==> src/rtl/mul_pkg.sv <==
// Shared types and sizing for the sequential multiplier.
package mul_pkg;

  localparam int MUL_WIDTH = 32;

  function automatic int cnt_w(input int w);
    return $clog2(w) + 1;
  endfunction

  localparam int CNT_W = cnt_w(MUL_WIDTH);

  typedef enum logic [1:0] {
    IDLE = 2'd0,
    RUN  = 2'd1,
    FIX  = 2'd2
  } state_t;

endpackage

==> src/rtl/multu_seq_twos_neg.sv <==
// Two's-complement negate, purely combinational.
// Latency: 0 cycles. Backpressure: none, output follows input.
module twos_neg #(
  parameter int W = 32
) (
  input  logic [W-1:0] din,
  output logic [W-1:0] dout
);

  assign dout = ~din + W'(1);

endmodule

==> src/rtl/multu_seq.sv <==
// Shift-add multiplier for MULT/MULTU, one multiplier bit per clock, signed via magnitudes.
// Latency: result and done pulse WIDTH+1 cycles after the accepting edge.
// Backpressure: ena is ignored while busy; caller stalls on busy.
module multu_seq
  import mul_pkg::*;
#(
  parameter int WIDTH = MUL_WIDTH
) (
  input  logic             clk,
  input  logic             reset,
  input  logic             ena,
  input  logic             sgn,
  input  logic [WIDTH-1:0] multiplicand,
  input  logic [WIDTH-1:0] multiplier,
  output logic             busy,
  output logic             done,
  output logic [WIDTH-1:0] hi,
  output logic [WIDTH-1:0] lo
);

  localparam int CW = cnt_w(WIDTH);

  state_t             state, state_nxt;
  logic               start;
  logic [2*WIDTH:0]   acc;
  logic [CW-1:0]      cnt;
  logic [WIDTH-1:0]   a_mag;
  logic               neg;

  logic [WIDTH-1:0]   a_neg, b_neg, a_sel, b_sel;
  logic [2*WIDTH-1:0] prod_neg;
  logic [WIDTH:0]     step_sum;
  logic               last_step;

  twos_neg #(.W(WIDTH))   u_neg_a (.din(multiplicand),        .dout(a_neg));
  twos_neg #(.W(WIDTH))   u_neg_b (.din(multiplier),          .dout(b_neg));
  twos_neg #(.W(2*WIDTH)) u_neg_p (.din(acc[2*WIDTH-1:0]),    .dout(prod_neg));

  // Negating the most negative value yields itself, which is the correct unsigned magnitude.
  assign a_sel = (sgn && multiplicand[WIDTH-1]) ? a_neg : multiplicand;
  assign b_sel = (sgn && multiplier[WIDTH-1])   ? b_neg : multiplier;

  assign step_sum  = acc[2*WIDTH:WIDTH] + (acc[0] ? {1'b0, a_mag} : {(WIDTH+1){1'b0}});
  assign last_step = (cnt == CW'(WIDTH - 1));

  always_ff @(posedge clk) begin
    if (!reset) state <= IDLE;
    else        state <= state_nxt;
  end

  always_comb begin
    state_nxt = state;
    start     = 1'b0;
    busy      = (state != IDLE);
    case (state)
      IDLE: if (ena) begin
        start     = 1'b1;
        state_nxt = RUN;
      end
      RUN:  if (last_step) state_nxt = FIX;
      FIX:  state_nxt = IDLE;
      default: state_nxt = IDLE;
    endcase
  end

  always_ff @(posedge clk) begin
    if (!reset) begin
      acc   <= '0;
      cnt   <= '0;
      a_mag <= '0;
      neg   <= 1'b0;
      hi    <= '0;
      lo    <= '0;
      done  <= 1'b0;
    end else begin
      done <= 1'b0;
      case (state)
        IDLE: if (start) begin
          a_mag <= a_sel;
          neg   <= sgn & (multiplicand[WIDTH-1] ^ multiplier[WIDTH-1]);
          acc   <= {{(WIDTH+1){1'b0}}, b_sel};
          cnt   <= '0;
        end
        RUN: begin
          // Add into the top WIDTH+1 bits, then shift the whole accumulator right by one.
          acc <= {1'b0, step_sum, acc[WIDTH-1:1]};
          cnt <= cnt + CW'(1);
        end
        FIX: begin
          {hi, lo} <= neg ? prod_neg : acc[2*WIDTH-1:0];
          done     <= 1'b1;
        end
        default: ;
      endcase
    end
  end

endmodule

==> config.mk <==
export PLATFORM = sky130hd
export DESIGN_NAME = multu_seq
export DESIGN_NICKNAME = d
export VERILOG_FILES = /design/src/rtl/mul_pkg.sv /design/src/rtl/multu_seq_twos_neg.sv /design/src/rtl/multu_seq.sv
export SDC_FILE = /design/constraint.sdc
export NUM_CORES = 1
export LEC_CHECK = 0
export CAP_MARGIN = 20
export CORE_AREA = 2 2 120 180
export DETAILED_ROUTE_END_ITERATION = 16
export DIE_AREA = 0 0 122 182
export PLACE_DENSITY = 0.77
export SLEW_MARGIN = 20
export SYNTH_ARGS = -nofsm -noshare
export SYNTH_HDL_FRONTEND = slang
export SYNTH_SLANG_ARGS = --single-unit
==> constraint.sdc <==
create_clock -name clk -period 3 [get_ports clk]
set_clock_uncertainty 0.1 [all_clocks]
set_input_delay 0.45 -clock clk [delete_from_list [all_inputs] [get_ports clk]]
set_output_delay 0.45 -clock clk [all_outputs]
set_load 0.03 [all_outputs]
==> impl_results.md <==
* Ys flop type: dfxtp_1
* Initial antenna violation count at 0
* Hold WC Path Type: reg2reg
* Syn_nets at 1,437
* Area Growth Syn to Fin at 30.1%
* Largest net degree at the start of global routing at 89
* Cell Area, Placed at 0.0127 sq mm
* Initial Utilization at 50.2%
* Die width at 122 um
* H-tree Lvls at 4
* ANT cells at 0
* Area of the multi-input gates at 0.00680 sq mm
* HPWL Detailed at between 20 and 25 mm
* Starting DRT DRC Count at 839
* Final worst-path cycle share at 101%
* FILL cells at 1,772
* Most frequent cells after synthesis: 170 x dfxtp_1, 160 x nand2_1, 113 x a21oi_1
* CTS Hold Bufs at 0
* Unrepaired setup endpoints after global routing: true
* Clock tree sinks at 170
* Syn Inst Count at 1,332
* Boundary pin count at 134
* DR WL/cell at 16.9 um
* Worst-margin pin slew at 0.663 ns
* TritonCTS buffer count at 17
* Seq cells post-synth at 170
* Share of cells above drive strength 1 at 14.3%
* CP Launch Type: flop
* Vias in the first global route at 9,797
* Leak at ~0.005 uW
* Die H at 182 um
* CTS root buffer: clkbuf_16
* Clock-pin transition on the worst setup and hold timing paths at 0.07 ns
* Core footprint at 0.0207 sq mm
* M2 GR Usage at roughly 46%
* Arr. time, crit path at 3.23 ns
* Peak supply drop at 0.402 mV
* Final instance area at 0.0135 sq mm
* Clock Tree Buf Depth at 2
* WP data required at 3.21 ns
* Ys async rst share at 0%
* Synth unique cells at 62
* Post-synth EDFFs at 0
* Number of port buffers at 133
* Critical Path Fanout Max at 5
* Cell with the most instances after synthesis: dfxtp_1
* Pins Over Slew Limit at 0
* YS warnings at 0
* Final hold violations at 0
* Via count at around 11k
* Worst setup EP type: flop
* Ranking of synthesized cells by area: dfxtp_1 33%, xor2_1 7.4%, nand2_1 5.8%
* Rel. slew slack at 55.7%
* GP Congestion at approximately 0.9
* CTS tree: yes
* Post-route worst setup slack at -0.0154 ns
* Failing checks: negative setup slack
* Yosys top cell area share at approximately 33%
* Fmax at 0.332 GHz
* Most Crowded Layer GR: met2
* Reg area at ~0.0034 sq mm
* Clock network latency to the later pin of the worst-skew pair at between 0.4 and 0.5 ns
* WHS at 0.353 ns
* Total Die Area at 0.0222 sq mm
* Tot Pwr at 5730 uW
* Grt met1 use at 34.8%
* Pre-antenna DRT Iters at 7
* Syn Area/Cell at between 7 and 8 sq um
* Overall overflow remaining after global route at 0
* Cell row count at 65
* Final WL at between 30 and 40 mm
* Min Tclk post-route at 3.02 ns
* Number of remaining DRC errors at 0
* Sequential area share after synthesis at 32.7%
* Grt met3 use at 3.86%
* First-pass GRT wire length at between 40 and 50 mm
* Mapped cell area at 0.0104 sq mm
* Fin nets at 1,628
* Yosys top cell by area: dfxtp_1
* Final antenna-violating net count at 0
* Outcome: complete, but fails checks
* MaxCap Viol Count at 0
* Pwr Density at 423 mW/mm^2
* Crit Path Class: reg2reg
* Final setup fails at 1
* Vias/cell at 5.84
* Overall Global Routing Usage at between 20% and 30%
-- registers in the layout (all words and copies together), names as in the netlist --
| name | cells |
|---|---|
| neg | 1 |
| a_mag | 32 |
| done | 1 |
| acc | 64 |
| cnt | 6 |
| state | 2 |
| hi | 32 |
| lo | 32 |
-- power by group --
group	internal (uW)	switching, uW
combinational	445	559
clock	1210	1110
sequential	2340	68.1
total	3990	1730
-- critical path, cell delays in order (launching register included) --
cell     delay [ns]
dfxtp_2        0.32
or4_4          0.55
or3_4          0.37
or4_4          0.58
nor3_2         0.31
nand3_2        0.18
o31ai_2        0.25
xor2_1         0.17
o21ai_1        0.07
-- metrics by stage --
step	cells	worst slack (ns)	util, %	TNS, ns
finish	1804	-0.0154	65.3	-0.0154
global route	1804	-0.0966	65.3	-0.354
CTS	1803	-0.0202	64.5	-0.0381
detailed placement	1771	-0.190	61.4	-1.30
global placement	1771	-0.192	61.4	-0.994
floorplan	1332	0.0313	-	0
-- metal layers --
layer | vias up | wire length [um] | part of all wire (%)
met5 | - | 0 | 0
met4 | 0 | 857 | 2.8
met3 | 56 | 1510 | 4.9
met2 | 355 | 15100 | 50
met1 | 4955 | 13000 | 43
li1 | 5169 | - | -
-- worst paths after layout --
check	start	end	slack [ns]	cells past startpoint
setup / recovery	acc[38]	hi[26]	-0.02	8
hold / removal	hi[11]	hi[11]	0.35	2
setup reg to reg	acc[38]	hi[26]	-0.02	8
hold reg to reg	hi[11]	hi[11]	0.35	2
-- cells by family after synthesis --
kind of cell,share of synthesized area [%]
mux,0.674
xor+xnor,11.4
compound gates,25.2
simple gates,21.8
buf+inv,3.68
flops,32.7
fa+ha+maj,4.52
-- final cells by class --
class,instances,area share (%)
flip-flops and latches,170,25.2
repair buffers,253,17.0
multi-input cells,1061,50.2
clock inverters,15,1.43
clock buffers,17,3.14
well taps,268,2.48
inverters,20,0.555
-- repair_timing --
action,4_1_cts,5_1_grt
setup buffers,0,1
endpoints found under the setup margin,7,32
gates cloned,0,0
pin swaps,0,19
resized for setup,2,36
-- layout by cell type (no fill, tap or decap), types with 9 or more instances in the layout --
master	count
nor3_1	24
nand2b_1	10
o41ai_1	9
a21o_1	11
xor2_1	88
a211oi_1	45
o21ai_1	17
and3_1	9
a31oi_1	15
buf_4	114
o21ai_0	105
a22oi_1	24
clkbuf_16	17
a21oi_1	106
inv_1	19
clkdlybuf4s50_1	133
xnor2_1	47
ha_1	29
o31ai_1	26
nand2_1	159
nand4_1	12
nor2_1	105
nand3_1	31
and2_1	36
dfxtp_1	168
or3_1	14
Note: power is estimated with default switching activity, not from simulation.
